$ cat config.mk
export PLATFORM = sky130hd
export DESIGN_NAME = decimal_adder_sched
export DESIGN_NICKNAME = d
export VERILOG_FILES = /design/src/rtl/decimal_adder_sched.sv
export SDC_FILE = /design/constraint.sdc
export NUM_CORES = 1
export LEC_CHECK = 0
export ABC_AREA = 1
export BUFFER_PORTS_ARGS = -buffer_cell sky130_fd_sc_hd__clkbuf_2
export CORE_MARGIN = 1.5
export CORE_UTILIZATION = 49
export DETAILED_ROUTE_END_ITERATION = 6
export PLACE_DENSITY = 0.92
export SLEW_MARGIN = 20
export SYNTH_ARGS = -nofsm -noshare
export SYNTH_HDL_FRONTEND = slang
export SYNTH_SLANG_ARGS = --single-unit
$ cat constraint.sdc
create_clock -name clk -period 7.05 [get_ports clk]
set_clock_uncertainty 0.1 [all_clocks]
set_input_delay 1.0575 -clock clk [delete_from_list [all_inputs] [get_ports clk]]
set_output_delay 1.0575 -clock clk [all_outputs]
set_load 0.05 [all_outputs]
$ cat src/rtl/decimal_adder_sched.sv
// Round-robin sequencer for the shared multicycle decimal32 adder: grant, settle, capture, respond.
// Optional feature macro DEC_ADD_STICKY_FLAGS_EN adds sticky_flags/sticky_clr flag accumulation.
module decimal_adder_sched #(
    parameter int unsigned NUM_REQ       = 2,
    parameter int unsigned SETTLE_CYCLES = 2
) (
    input  logic                   clk,
    input  logic                   rst_n,
    input  logic [NUM_REQ-1:0]     req_valid,
    output logic [NUM_REQ-1:0]     req_ready,
    input  logic [32*NUM_REQ-1:0]  req_op1,
    input  logic [32*NUM_REQ-1:0]  req_op2,
    output logic [NUM_REQ-1:0]     rsp_valid,
    input  logic                   rsp_ready,
    output logic [31:0]            rsp_result,
    output logic [3:0]             rsp_flags,
    output logic [31:0]            add_operand1,
    output logic [31:0]            add_operand2,
    input  logic [31:0]            add_result,
    input  logic [3:0]             add_flags,
    output logic                   busy
`ifdef DEC_ADD_STICKY_FLAGS_EN
    ,
    input  logic                   sticky_clr,
    output logic [3:0]             sticky_flags
`endif
);

    localparam int unsigned IdxW = (NUM_REQ > 2) ? 2 : 1;

    typedef enum logic [1:0] {StIdle, StSettle, StResp} state_e;

    state_e              state_q, state_d;
    logic [1:0]          rst_sync_q;
    logic                rst_int_n;
    logic [IdxW-1:0]     last_grant_q;
    logic [3:0]          cnt_q;
    logic [31:0]         op1_q, op2_q;
    logic [31:0]         result_q;
    logic [3:0]          flags_q;
    logic [NUM_REQ-1:0]  rsp_valid_q;

    logic [31:0]         op1_arr [NUM_REQ];
    logic [31:0]         op2_arr [NUM_REQ];
    logic                grant_found;
    logic [IdxW-1:0]     grant_idx;
    logic [IdxW-1:0]     cand;
    logic [NUM_REQ-1:0]  grant_oh;
    logic [NUM_REQ-1:0]  rsp_onehot;
    logic                handshake;
    logic                capture;

    // Assertion is asynchronous, release is delayed two clocks to avoid recovery hazards.
    always_ff @(posedge clk or negedge rst_n) begin
        if (!rst_n) begin
            rst_sync_q <= 2'b00;
        end else begin
            rst_sync_q <= {rst_sync_q[0], 1'b1};
        end
    end
    assign rst_int_n = rst_sync_q[1];

    for (genvar g = 0; g < NUM_REQ; g++) begin : g_unpack
        assign op1_arr[g] = req_op1[32*g +: 32];
        assign op2_arr[g] = req_op2[32*g +: 32];
    end

    // First valid requester searching upward from the one after the last grant.
    always_comb begin
        grant_found = 1'b0;
        grant_idx   = last_grant_q;
        cand        = '0;
        for (int i = 1; i <= int'(NUM_REQ); i++) begin
            cand = IdxW'((int'(last_grant_q) + i) % int'(NUM_REQ));
            if (!grant_found && req_valid[cand]) begin
                grant_found = 1'b1;
                grant_idx   = cand;
            end
        end
    end

    assign grant_oh   = grant_found ? (NUM_REQ'(1) << grant_idx) : '0;
    assign rsp_onehot = NUM_REQ'(1) << last_grant_q;
    assign handshake  = (state_q == StIdle) && grant_found && rst_int_n;
    assign capture    = (state_q == StSettle) && (cnt_q == '0);

    // State register
    always_ff @(posedge clk or negedge rst_int_n) begin
        if (!rst_int_n) begin
            state_q <= StIdle;
        end else begin
            state_q <= state_d;
        end
    end

    // Next-state logic
    always_comb begin
        state_d = state_q;
        unique case (state_q)
            StIdle:   if (grant_found) state_d = StSettle;
            StSettle: if (cnt_q == '0) state_d = StResp;
            StResp:   if (rsp_ready) state_d = StIdle;
            default:  state_d = StIdle;
        endcase
    end

    // Output logic
    always_comb begin
        req_ready = '0;
        busy      = 1'b0;
        unique case (state_q)
            StIdle:   req_ready = rst_int_n ? grant_oh : '0;
            StSettle: busy = 1'b1;
            StResp:   busy = 1'b1;
            default:  busy = 1'b0;
        endcase
    end

    always_ff @(posedge clk or negedge rst_int_n) begin
        if (!rst_int_n) begin
            last_grant_q <= IdxW'(NUM_REQ - 1);
            cnt_q        <= '0;
            op1_q        <= '0;
            op2_q        <= '0;
            result_q     <= '0;
            flags_q      <= '0;
            rsp_valid_q  <= '0;
        end else begin
            if (handshake) begin
                op1_q        <= op1_arr[grant_idx];
                op2_q        <= op2_arr[grant_idx];
                last_grant_q <= grant_idx;
                cnt_q        <= 4'(SETTLE_CYCLES - 1);
            end
            if (state_q == StSettle && cnt_q != '0) begin
                cnt_q <= cnt_q - 4'd1;
            end
            if (capture) begin
                result_q    <= add_result;
                flags_q     <= add_flags;
                rsp_valid_q <= rsp_onehot;
            end
            if (state_q == StResp && rsp_ready) begin
                rsp_valid_q <= '0;
            end
        end
    end

    assign add_operand1 = op1_q;
    assign add_operand2 = op2_q;
    assign rsp_result   = result_q;
    assign rsp_flags    = flags_q;
    assign rsp_valid    = rsp_valid_q;

`ifdef DEC_ADD_STICKY_FLAGS_EN
    logic [3:0] sticky_q;

    // A clear coinciding with a capture keeps only the newly captured flags.
    always_ff @(posedge clk or negedge rst_int_n) begin
        if (!rst_int_n) begin
            sticky_q <= '0;
        end else if (capture) begin
            sticky_q <= sticky_clr ? add_flags : (sticky_q | add_flags);
        end else if (sticky_clr) begin
            sticky_q <= '0;
        end
    end

    assign sticky_flags = sticky_q;
`endif

endmodule

Word-level counts from Yosys, hierarchy flattened:

Index checks and enable logic that the tools add are counted.

* bits in registers: 111
* output and inout port bits: 105

* $add $sub $neg: 3
* magnitude comparators: 3
* equality and inequality tests: 5
* shift operators: 2
* mux-type cells: 26
* bitwise operators: 1
* reduce and logical (&&, ||, !) cells: 14

Operators by type and width (number)
* two-way mux 32 bit: 6
* two-way mux 2 bit: 8
* two-way mux 1 bit: 9
* two-way mux 4 bit: 2
* logical AND 1 bit: 6
* case mux 2 bit (3 select lines): 1
* logical NOT 4 bit: 1
* less-than comparator 1 x 2 -> 1 bit (second input constant): 2
* != test 2 bit (second input constant): 2
* nonzero test 2 bit: 2
* nonzero test 4 bit: 1
* left shift 1 x 1 -> 2 bit (first input constant): 2
* subtractor 4 x 1 -> 4 bit (second input constant): 1
* AND reduction 3 bit: 1
* adder 1 bit (second input constant): 2
* == test 2 x 1 -> 1 bit (second input constant): 1
* == test 2 bit (second input constant): 1
* >= comparator 2 bit (second input constant): 1
* logical NOT 2 bit: 1
* != test 2 x 1 -> 1 bit (second input constant): 1
* inverter 1 -> 2 bit: 1
* OR reduction 2 bit: 1
* logical NOT 1 bit: 1

Longest topological paths before layout:

Gate-level depths: netlist of run 1.

* depth in word-level cells: 11
* depth in mapped cells: 9
* gate-level depth less buffers: 7

Least setup slack after synthesis of run 1:

Ideal clock, no wire load.

* path type: flip-flop to output port
* from: register rst_sync_q[1]
* to: output req_ready[0]
* arrival: 4.150 ns
* setup slack: 1.742 ns
* cell stages (with the launch flop): 4
* buffers on the path: 1
* cells stage by stage: dfrtp_1 > nand3_2 > buf_2 > nor2_1

* word-level cells in the longest chain between the ends: 2

RTL lines
* start, declared: line 34 `logic [1:0] rst_sync_q;`
* start signal, assigned: line 58 `rst_sync_q <= {rst_sync_q[0], 1'b1};`
* two-way mux 2 bit: line 112 `StIdle: req_ready = rst_int_n ? grant_oh : '0;`
* two-way mux 2 bit: line 111 `unique case (state_q)`
* end, declared: line 10 `output logic [NUM_REQ-1:0] req_ready,`

No other way between the ends.

Worst setup path in the final report of run 1:

* from: input req_valid[1]
* to: output req_ready[0]

* word-level cells in the longest chain between the ends: 10
* elaborated cells between the ends (all ways): 14
* classes of those cells: shift (1); mux (11); reduce/logical (2)

RTL lines
* start, declared: line 9 `input logic [NUM_REQ-1:0] req_valid,`
* two-way mux 1 bit (implied by the code) (2 in a row): line 75 `if (!grant_found && req_valid[cand]) begin`
* two-way mux 1 bit: line 75
* logical NOT 1 bit: line 75
* logical AND 1 bit: line 75
* two-way mux 1 bit: line 75
* left shift 1 x 1 -> 2 bit: line 82 `assign grant_oh = grant_found ? (NUM_REQ'(1) << grant_idx) : '0;`
* two-way mux 2 bit *: line 82
* two-way mux 2 bit *: line 112
* two-way mux 2 bit *: line 111

Mark *: on every way between the ends. The rest lies on a longest branch, timed or not. The select of a mux whose other input is x is not followed.

==> impl_results.md, run 1 <==
* Total leakage power at approximately 4.3 nW
* Most instantiated library cell after synthesis: sky130_fd_sc_hd__nand2_1
* Highest achievable clock rate at around 250 MHz
* EDFF count, synth at 0
* Fillcell total at 914
* Post-CTS setup-driven buffer insertion count at 0
* Synth Instances at around 710
* Routed wirelength normalized by instance count at between 10 and 15 µm
* Switching share of power at 56.41%
* Synthesized cell area at approximately 5300 µm²
* Pin count of the biggest net entering global routing at 71
* Max Cap Viol at 0
* Antenna-violating nets left at 0
* Via density per instance at 4.847
* CTS root buffer: sky130_fd_sc_hd__clkbuf_8
* Mux share of post-synthesis cell area at 0%
* Beginning of the worst hold path: rst_sync_q[0]
* Clock transition at the registers of the reported paths at about 120 ps
* Cell types with the largest area share after synthesis: sky130_fd_sc_hd__dfrtp_1 (52%), sky130_fd_sc_hd__nand2_1 (32%), sky130_fd_sc_hd__nand3_1 (7.1%), sky130_fd_sc_hd__buf_4 (1.8%), sky130_fd_sc_hd__buf_2 (1.8%)
* Dominant combinational cell family by area after synthesis: simple AND/OR/NAND/NOR gates
* Peak supply drop at approximately 260 µV
* Port Buffers at 273
* DRC violations left at 0
* Result of the run: finished clean
* Number of detailed-routing iterations run before antenna repair at 5
* Number of buffers created by CTS at 9
* Starting Density at between 50% and 60%
* Violation count after the first detailed-route iteration at 275
* Number of endpoints with negative hold slack in the final report at 0
* Seq/Total Area, Yosys at a little over half
* Total vias in the final route at 5312
* Element type at the critical path start: primary input
* Initial antenna violation count at 0
* Count of cells resized by post-cts repair at 0
* Depth of the CTS H-tree at 3
* Final GP Congestion at around 0.83
* Final HPWL DP at between 10000 and 15000 µm
* Share of synthesized cell area in and, or, nand and nor gates at between 30% and 40%
* ANT cells at 0
* Slowest-stage cell, CP: sky130_fd_sc_hd__nand2_4
* Syn avg cell area at roughly 7.5 µm²
* Largest fanout of any net on the critical path at 66
* Arrival @ worst endpoint at 2870 ps
* P_int at roughly 0.0016 W
* Count of final max-slew check failures at 0
* Placeable Area at roughly 10000 µm²
* Clock latency on the worst-skew pair at roughly 360 ps
* Y dimension of the die at ~110 µm
* Number of placement rows at 37
* Total of endpoints with negative setup slack in the final report at 0
* Die area at 11440 µm²
* Biggest cell delay along the critical path at roughly 550 ps
* Fraction of final layout cells sized beyond drive strength 1 at 31.56%
* Proportion of power drawn by flip-flops and latches at a little under a third
* Ordered cell list for the critical path: clkbuf_2, nand2_4, nand2_4, nor2_1, clkbuf_2
* WL final at roughly 14000 µm
* Residual overflow from global routing at 0
* CTS Hold Bufs at 0
* Post-synth ARST share at between 90% and 100%
* Setup TNS after final layout at 0 ps
* Post-layout min period at just over 4000 ps
* XOR/XNOR Fraction of Synth Area at less than 1%
* Net switching power at 0.002029 W
* Tightest Pin Transition at 1074 ps
* Kind of critical path: primary input to primary output
* Combinational cell fraction of total power at between 50% and 60%
* Critical path startpoint: req_valid[1]
* Portion of total power attributed to the clock network at between 10% and 20%
* Internal reg-to-reg setup slack at between 4000 and 5000 ps
* Unique cell type count in the Yosys netlist at 19
* Min-delay worst type: register to register
* Total nets after synthesis at around 880
* Cell type contributing the most total cell area after synthesis: sky130_fd_sc_hd__dfrtp_1
* Worst Path Required at 5890 ps
* Clock tree buffer depth at 2
* Main synth FF type: sky130_fd_sc_hd__dfrtp_1
* Share of the clock period used by the worst path after layout at between 50% and 60%
* Synth warn at 0
* Horiz. Die Dim at about 110 µm
* Vias in the first global route at between 4k and 5k
* Synthesis-to-finish area growth at 29.06%
* Clock sink count at 111
* Wire length of the first global-routing pass at ~22000 µm
* Seq cells post-synth at roughly 110
* Total power draw at 0.003596 W
* Critical path endpoint category: primary output
* Net total in the final layout at approximately 1.1k
* CTS tree: done
* Ranking of synthesized cells by instance count: sky130_fd_sc_hd__nand2_1 (448), sky130_fd_sc_hd__dfrtp_1 (110), sky130_fd_sc_hd__nand3_1 (75), sky130_fd_sc_hd__buf_2 (19), sky130_fd_sc_hd__buf_4 (13)
* Synth top area share at 51.97%
* Critical R2R Launch: rst_sync_q[1]
* Adder-cell area share of the yosys netlist at under 10%
* Power per cell area at between 500 and 600 nW/µm²
* GRT Resource Usage Total at ~25%
* IO Count at ~270
* Worst slew margin at 28.39%
* Compound-gate portion of the synthesized area at less than 1%
* Unrepaired setup endpoints after global routing: false
==> cell type report <==
class	instances	area [µm²]	area share, %
Sequential cell	111	2783	40.71
Tap cell	136	170.2	2.489
Clock inverter	7	87.58	1.281
Timing Repair Buffer	277	1396	20.43
Clock buffer	9	123.9	1.812
Inverter	13	48.80	0.7139
Multi-Input combinational cell	543	2226	32.56
==> worst paths after layout <==
path,to,depth (start not counted)
max,req_ready[0],5
min,rst_sync_q[1],0
max reg2reg,add_operand1[19],5
min reg2reg,rst_sync_q[1],0
max in group asynchronous,cnt_q[1],1
min in group asynchronous,add_operand1[27],0
==> metal layers <==
metal | routed length [µm] | GRT usage (%) | share of wire, %
met3 | 1046 | 6.018 | 7.5
met1 | 5616 | 29.45 | 40
met4 | 371 | 9.810 | 2.7
met5 | 0 | 0 | 0
met2 | 6912 | 43.45 | 50
==> flip-flops by register name, summed over array words and instances, names as in the netlist <==
name / count
state_q: 2
rsp_flags: 4
cnt_q: 4
rsp_result: 32
last_grant_q: 1
add_operand2: 32
rst_sync_q: 2
rsp_valid: 2
add_operand1: 32
==> kinds of logic after synthesis <==
logic type	count (synthesis)
and+or+nand+nor	531
DFF	111
buffers and inverters	55
adders and majority gates	6
AOI/OAI and AO/OA	4
xor gates and xnor gates	1
other	1
==> per-stage QoR <==
stage                     std cells  setup slack, ps  hold WS [ps]  instance area (µm²)  util [%]
final                          1096             3026         266.6                 6835     65.62
after global routing           1096             2736         282.0                 6835     65.62
after CTS                      1096             1993         271.1                 6825     65.53
after detailed placement       1080             2006         240.4                 6614     63.50
after global placement         1080             2140         235.6                 6614     63.50
after floorplan                 709             1742         231.2                 5296         -
==> critical path: cells and delay by family <==
kind                   cells  cell delay (ps)
AND/OR/NAND/NOR            3             1350
buffers and inverters      2              440
==> power by group through the flow <==
stage                     sequential (W)  combinational, W  clock [W]
after global routing             0.00113           0.00226   0.000441
after detailed placement         0.00110           0.00212          0
final                            0.00110           0.00210   0.000401
after global placement           0.00109           0.00208          0
after CTS                        0.00110           0.00212   0.000412
after floorplan                  0.00204          0.000693          0
==> cell usage in the layout (no fill, tap or decap), types with 2 or more instances in the layout <==
cell / synthesis / final
sky130_fd_sc_hd__inv_1: 9 / 8
sky130_fd_sc_hd__ha_1: 6 / 6
sky130_fd_sc_hd__o21ai_0: 2 / 2
sky130_fd_sc_hd__inv_6: 0 / 2
sky130_fd_sc_hd__dfrtp_1: 110 / 109
sky130_fd_sc_hd__nand2_4: 0 / 2
sky130_fd_sc_hd__clkbuf_2: 0 / 273
sky130_fd_sc_hd__nand2_1: 448 / 445
sky130_fd_sc_hd__nand4_1: 3 / 3
sky130_fd_sc_hd__clkbuf_8: 0 / 9
sky130_fd_sc_hd__buf_4: 13 / 4
sky130_fd_sc_hd__nor2_1: 4 / 4
sky130_fd_sc_hd__inv_8: 0 / 2
sky130_fd_sc_hd__nand3_1: 75 / 75
sky130_fd_sc_hd__clkinv_4: 0 / 2
sky130_fd_sc_hd__inv_2: 4 / 4
Note: power is estimated with default switching activity, not from simulation.
==> run 2: changes to the inputs <==
Settings changed: CORE_UTILIZATION 49 to 46, PLACE_DENSITY 0.92 to 0.87.
Clock period 7.05 ns to 4 ns, I/O delays scaled along.
==> impl_results.md, run 2 (synthesis results as in run 1) <==
* Total vias in the final route at 5260 (-0.98%)
* Initial antenna violation count at 0 (unchanged)
* Peak supply drop at 667.2 µV (+160%)
* Top layer used by detailed routing: met4
* Routed length on met2 at 6708 µm (-3.0%)
* DRC violations left at 0 (unchanged)
* Violation count after the first detailed-route iteration at 261 (-5.1%)
* Critical path endpoint category: primary output
* Worst r2r path cells at 4 (-1)
* Slowest-stage cell, CP: sky130_fd_sc_hd__dfrtp_4
* Ordered cell list for the critical path: nand3_2, nor2_1, clkbuf_2
* Clock transition at the registers of the reported paths at 70 ps (-50 ps)
* Kind of critical path: register to primary output
* Final worst-path setup slack at 1131 ps (-1895 ps)
* Post-layout min period at approximately 2900 ps
* Fillcell total at 1045 (+14%)
* Switching share of power at 55.09% (-1.3 points)
* Worst setup timing slack at the placement stage at 1428 ps (-577.5 ps)
* Worst Path Required at 3300 ps (-2590 ps)
* Routed wirelength normalized by instance count at 12.40 µm (-2.5%)
* Internal reg-to-reg setup slack at 1490 ps (-2820 ps)
* Net total in the final layout at 1133 (+0.27%)
* CTS root buffer: sky130_fd_sc_hd__clkbuf_16
* Power per cell area at 930.0 nW/µm² (+77%)
* Combinational cell fraction of total power at 57.4% (-1.0 points)
* Commonest cells after routing, fill and taps aside: sky130_fd_sc_hd__nand2_1 (445), sky130_fd_sc_hd__clkbuf_2 (273), sky130_fd_sc_hd__dfrtp_1 (109)
* Clock sink count at 111 (unchanged)
* Share of the clock period used by the worst path after layout at between 70 and 80%
* Min-delay worst type: register to asynchronous set/reset pin
* Total of endpoints with negative setup slack in the final report at 0 (unchanged)
* Tightest hold margin at 232.9 ps (-33.72 ps)
* Fraction of final layout cells sized beyond drive strength 1 at 31.46% (-0.098 points)
* Storage cell area at 2783 µm² (unchanged)
* Critical R2R Launch: rst_sync_q[1]
* Number of endpoints with negative hold slack in the final report at 0 (unchanged)
* Arrival @ worst endpoint at 2170 ps (-700 ps)
* Clock latency on the worst-skew pair at 330 ps (-30 ps)
* Highest achievable clock rate at about 350 MHz
* Routed wire length on met3 at 1187 µm (+13%)
* Starting Density at 46.78% (-4.1 points)
* Placeable Area at 11320 µm² (+8.7%)
* WL final at 13710 µm (-1.7%)
* Portion of total power attributed to the clock network at 12.6% (+1.5 points)
* Largest fanout of any net on the critical path at 44 (-33%)
* Unrepaired setup endpoints after global routing: false
* Most common library cell in the layout ignoring fill and taps: sky130_fd_sc_hd__nand2_1
* Final HPWL DP at 9971 µm (-0.65%)
* Count of cells resized by post-cts repair at 0 (unchanged)
* Total leakage power at 4.288 nW (+0.55%)
* Net switching power at 0.003542 W (+75%)
* Y dimension of the die at 110.3 µm (+3.1%)
* Depth of the CTS H-tree at 3 (unchanged)
* Port Buffers at 273 (unchanged)
* Number of buffer and inverter stages on the critical path at 1 (-1)
* Cell family contributing the most delay on the critical path: flip-flops
* Antenna-violating nets left at 0 (unchanged)
* Worst slew margin at 30.38% (+2.0 points)
* Max Cap Viol at 0 (unchanged)
* Clock tree buffer depth at 2 (unchanged)
* RR Endpoint: add_operand1[16]
* GRT Resource Usage Total at 22.96% (-1.9 points)
* Synthesis-to-finish area growth at 30.55%
* Die area at 12170 µm² (+6.3%)
* IO Count at 274 (unchanged)
* Number of buffers created by CTS at 9 (unchanged)
* Wire length of the first global-routing pass at 21670 µm (-3.7%)
* Number of detailed-routing iterations run before antenna repair at 4 (-1)
* Vias in the first global route at 4862 (-1.3%)
* P_int at 0.002888 W (+84%)
* Number of placement rows at 39 (+5.4%)
* Count of final max-slew check failures at 0 (unchanged)
* Proportion of power drawn by flip-flops and latches at 30.1% (-0.4 points)
* Final GP Congestion at 0.7755 (-6.4%)
* Setup TNS after final layout at 0 ps (unchanged)
* Residual overflow from global routing at 0 (unchanged)
* Total area of multi-input combinational cells at 2216 µm² (-0.45%)
* ANT cells at 0 (unchanged)
* Biggest cell delay along the critical path at 800 ps (+250 ps)
* Result of the run: finished clean
* Detailed-route wire length on metal 1 at 5498 µm (-2.1%)
* Via density per instance at 4.756 (-1.9%)
* Horiz. Die Dim at 110.3 µm (+3.1%)
* Pin count of the biggest net entering global routing at 69 (-2.8%)
* CTS tree: done
* Tightest Pin Transition at 1044 ps (-29.77 ps)
* Element type at the critical path start: register
## run 2: timing repair
item,CTS,global route
hold endpoints to repair,2,0
buffers inserted,0,0
hold buffers,1,0
## run 2: worst register-to-register path, stage by stage, from the launching register on
cell	delay [ps]
sky130_fd_sc_hd__dfrtp_4	800
sky130_fd_sc_hd__nand3_2	410
sky130_fd_sc_hd__inv_2	870
sky130_fd_sc_hd__nand2_1	190
sky130_fd_sc_hd__nand2_1	90
## run 2: power by group through the flow
stage | Sequential (W) | Combinational (W) | Clock, W
2_1_floorplan | 0.00360 | 0.00122 | 0
3_3_place_gp | 0.00194 | 0.00366 | 0
3_5_place_dp | 0.00194 | 0.00373 | 0
4_1_cts | 0.00193 | 0.00373 | 0.000833
5_1_grt | 0.00200 | 0.00402 | 0.000900
6_report | 0.00193 | 0.00369 | 0.000807
## run 2: cell type report
type | count | share of cell area (%)
tap | 143 | 2.588
sequential | 111 | 40.25
clock inverter | 5 | 0.4886
inverter | 13 | 0.7058
clock buffer | 11 | 3.366
timing repair buffer | 280 | 20.56
multi-input combinational | 543 | 32.05
## run 2: worst max-delay path by stage
stage	cells after the start	endpoint	slack, ps	start
after floorplan	3	req_ready[0]	390	rst_sync_q[1]
after global placement	3	req_ready[0]	1500	rst_sync_q[1]
after detailed placement	3	req_ready[0]	1430	rst_sync_q[1]
after CTS	3	req_ready[0]	1050	rst_sync_q[1]
after global routing	3	req_ready[0]	880	rst_sync_q[1]
final	3	req_ready[0]	1130	rst_sync_q[1]
## run 2: routing by layer
layer	GRT usage (%)	vias up
li1	-	2671
met2	41.49	212
met5	0	-
met4	7.967	0
met1	25.83	2352
met3	6.467	25
## run 2: per-stage QoR
step / area, µm² / std cells / power, W / util, %
CTS: 6914 / 1106 / 0.006494 / 61.07
detailed placement: 6638 / 1089 / 0.005669 / 58.63
global placement: 6638 / 1089 / 0.005597 / 58.63
floorplan: 5298 / 709 / 0.004821 / -
global route: 6914 / 1106 / 0.006925 / 61.07
finish: 6914 / 1106 / 0.006430 / 61.07
==> run 3: changes to the inputs <==
Settings changed: CORE_UTILIZATION 46 to 41, PLACE_DENSITY 0.87 to 0.82.
Clock period 4 ns to 2.3 ns, I/O delays scaled along.
==> impl_results.md, run 3 (synthesis results as in run 1) <==
* Result of the run: finished clean
* CTS tree: done
* Largest fanout of any net on the critical path at 7 (-84%)
* Number of endpoints with negative hold slack in the final report at 0 (unchanged)
* Antenna-violating nets left at 0 (unchanged)
* Clock transition at the registers of the reported paths at 70 ps (about the same)
* Y dimension of the die at 116.7 µm (+5.8%)
* CTS root buffer: sky130_fd_sc_hd__clkbuf_16
* IO Count at 274 (unchanged)
* Pin count of the biggest net entering global routing at 65 (-5.8%)
* Ordered cell list for the critical path: inv_1, ha_1, nand3_2, nor2_4, buf_12
* Wire length of the first global-routing pass at 22870 µm (+5.6%)
* Min-delay worst type: register to asynchronous set/reset pin
* Post-layout min period at around 2000 ps
* Power per cell area at 1625 nW/µm² (+75%)
* Element type at the critical path start: register
* Port Buffers at 273 (unchanged)
* Vias in the first global route at 4910 (+0.99%)
* Initial antenna violation count at 0 (unchanged)
* Capture point of the worst path: req_ready[0]
* Number of detailed-routing iterations run before antenna repair at 4 (unchanged)
* Final GP Congestion at 0.8232 (+6.2%)
* Arrival @ worst endpoint at 1590 ps (-580 ps)
* Final HPWL DP at 10490 µm (+5.2%)
* Routed wirelength normalized by instance count at 12.82 µm (+3.4%)
* Commonest cells after routing, fill and taps aside: sky130_fd_sc_hd__nand2_1 (445), sky130_fd_sc_hd__clkbuf_2 (272), sky130_fd_sc_hd__dfrtp_1 (109)
* DRC violations left at 0 (unchanged)
* Worst slew margin at 52.18% (+22 points)
* Clock tree buffer depth at 2 (unchanged)
* Total leakage power at 4.353 nW (+1.5%)
* Fillcell total at 1208 (+16%)
* Unrepaired setup endpoints after global routing: false
* Worst r2r path cells at 7 (+3)
* Max Cap Viol at 0 (unchanged)
* Net total in the final layout at 1138 (+0.44%)
* Final non-filler cell total at 1140 (+3.1%)
* Number of buffers created by CTS at 9 (unchanged)
* Depth of the CTS H-tree at 3 (unchanged)
* Count of final max-slew check failures at 0 (unchanged)
* Die area at 13610 µm² (+12%)
* Horiz. Die Dim at 116.7 µm (+5.8%)
* Synthesis-to-finish area growth at 33.55%
* Number of buffer and inverter stages on the critical path at 2 (+1)
* Total area of multi-input combinational cells at 2226 µm² (+0.45%)
* Clock sink count at 111 (unchanged)
* Total vias in the final route at 5368 (+2.1%)
* Critical R2R Launch: last_grant_q
* Critical path startpoint: state_q[1]
* Number of placement rows at 41 (+5.1%)
* Most common library cell in the layout ignoring fill and taps: sky130_fd_sc_hd__nand2_1
* Highest achievable clock rate at 492.2 MHz
* ANT cells at 0 (unchanged)
* Worst Path Required at 1860 ps (-1440 ps)
* Peak supply drop at 768.9 µV (+15%)
* Internal reg-to-reg setup slack at 480 ps (-1010 ps)
* Placed Instances at 1123 (+3.1%)
* Clock latency on the worst-skew pair at 350 ps (+20 ps)
* Residual overflow from global routing at 0 (unchanged)
* Fraction of final layout cells sized beyond drive strength 1 at 32.23% (+0.77 points)
* Violation count after the first detailed-route iteration at 223 (-15%)
* Starting Density at 41.97% (-4.8 points)
* Tightest hold margin at 27.53 ps (-205.4 ps)
* Cell family contributing the most delay on the critical path: flip-flops
* GRT Resource Usage Total at 21.75% (-1.2 points)
* Kind of critical path: register to primary output
* Via density per instance at 4.709 (-0.99%)
* Total of endpoints with negative setup slack in the final report at 0 (unchanged)
* Tightest Pin Transition at 717.3 ps (-327.1 ps)
* Total stage count of the critical path at 5 (+2)
* Storage cell area at 2783 µm² (unchanged)
* Count of cells resized by post-cts repair at 0 (unchanged)
* Placeable Area at 12620 µm² (+11%)
* WL final at 14620 µm (+6.6%)
* RR Endpoint: add_operand1[31]
* Critical path endpoint category: primary output
* Slowest-stage cell, CP: sky130_fd_sc_hd__dfrtp_1
* Share of the clock period used by the worst path after layout at 88.34%
* Biggest cell delay along the critical path at 400 ps (-400 ps)
==> run 3: how the worst min path moves through the flow <==
stage,startpoint,slack (ps),cells after the start,endpoint
2_1_floorplan,rst_n,-50,0,rst_sync_q[0]
3_3_place_gp,rst_sync_q[1],30,0,rsp_valid[1]
3_5_place_dp,rst_sync_q[1],20,0,rsp_valid[1]
4_1_cts,rst_sync_q[1],30,0,rsp_valid[1]
5_1_grt,rst_sync_q[1],40,0,rsp_valid[1]
6_report,rst_sync_q[1],30,0,rsp_valid[1]
==> run 3: area by class of cell <==
cell class,count,area share [%]
Clock inverter,6,1.061
Inverter,13,0.6899
Clock buffer,10,3.379
Multi-Input combinational cell,543,31.47
Timing Repair Buffer,285,21.02
Sequential cell,111,39.34
Tap cell,172,3.043
==> run 3: through the flow <==
stage | power (W) | worst slack [ps] | area (µm²) | setup TNS (ps) | utilization, %
after detailed placement | 0.009933 | 493.9 | 6749 | 0 | 53.48
after CTS | 0.01160 | 250.7 | 7073 | 0 | 56.05
final | 0.01150 | 268.2 | 7073 | 0 | 56.05
after floorplan | 0.008394 | -109.1 | 5310 | -109.1 | -
after global routing | 0.01230 | 173.4 | 7073 | 0 | 56.05
after global placement | 0.009815 | 559.8 | 6749 | 0 | 53.48
==> run 3: repair_timing <==
| action | 4_1_cts | 5_1_grt |
|---|---|---|
| setup buffers | 0 | 0 |
| hold buffers | 1 | 0 |
| hold endpoints to repair | 2 | 0 |
==> run 3: power by group <==
group	internal, W	switching, W	leakage (nW)
registers	0.00285	0.000521	1.38
logic	0.00147	0.00502	2.82
clock network	0.000892	0.000734	0.152
total	0.00522	0.00628	4.35
==> run 3: routing by layer <==
layer	vias up	share of wire, %	global-route usage (%)
met2	217	49	38.24
met1	2435	41	25.47
met3	28	8.1	5.345
met5	-	0	0
met4	0	2.3	9.076
li1	2688	-	-
==> run 3: worst register-to-register path, stage by stage (launching register included) <==
cell and delay (ps):
sky130_fd_sc_hd__dfstp_2 570, sky130_fd_sc_hd__inv_2 60, sky130_fd_sc_hd__nand2_2 70, sky130_fd_sc_hd__buf_4 520, sky130_fd_sc_hd__nand3_1 210, sky130_fd_sc_hd__nand2_1 110
sky130_fd_sc_hd__nand2_1 60, sky130_fd_sc_hd__nand2_1 60
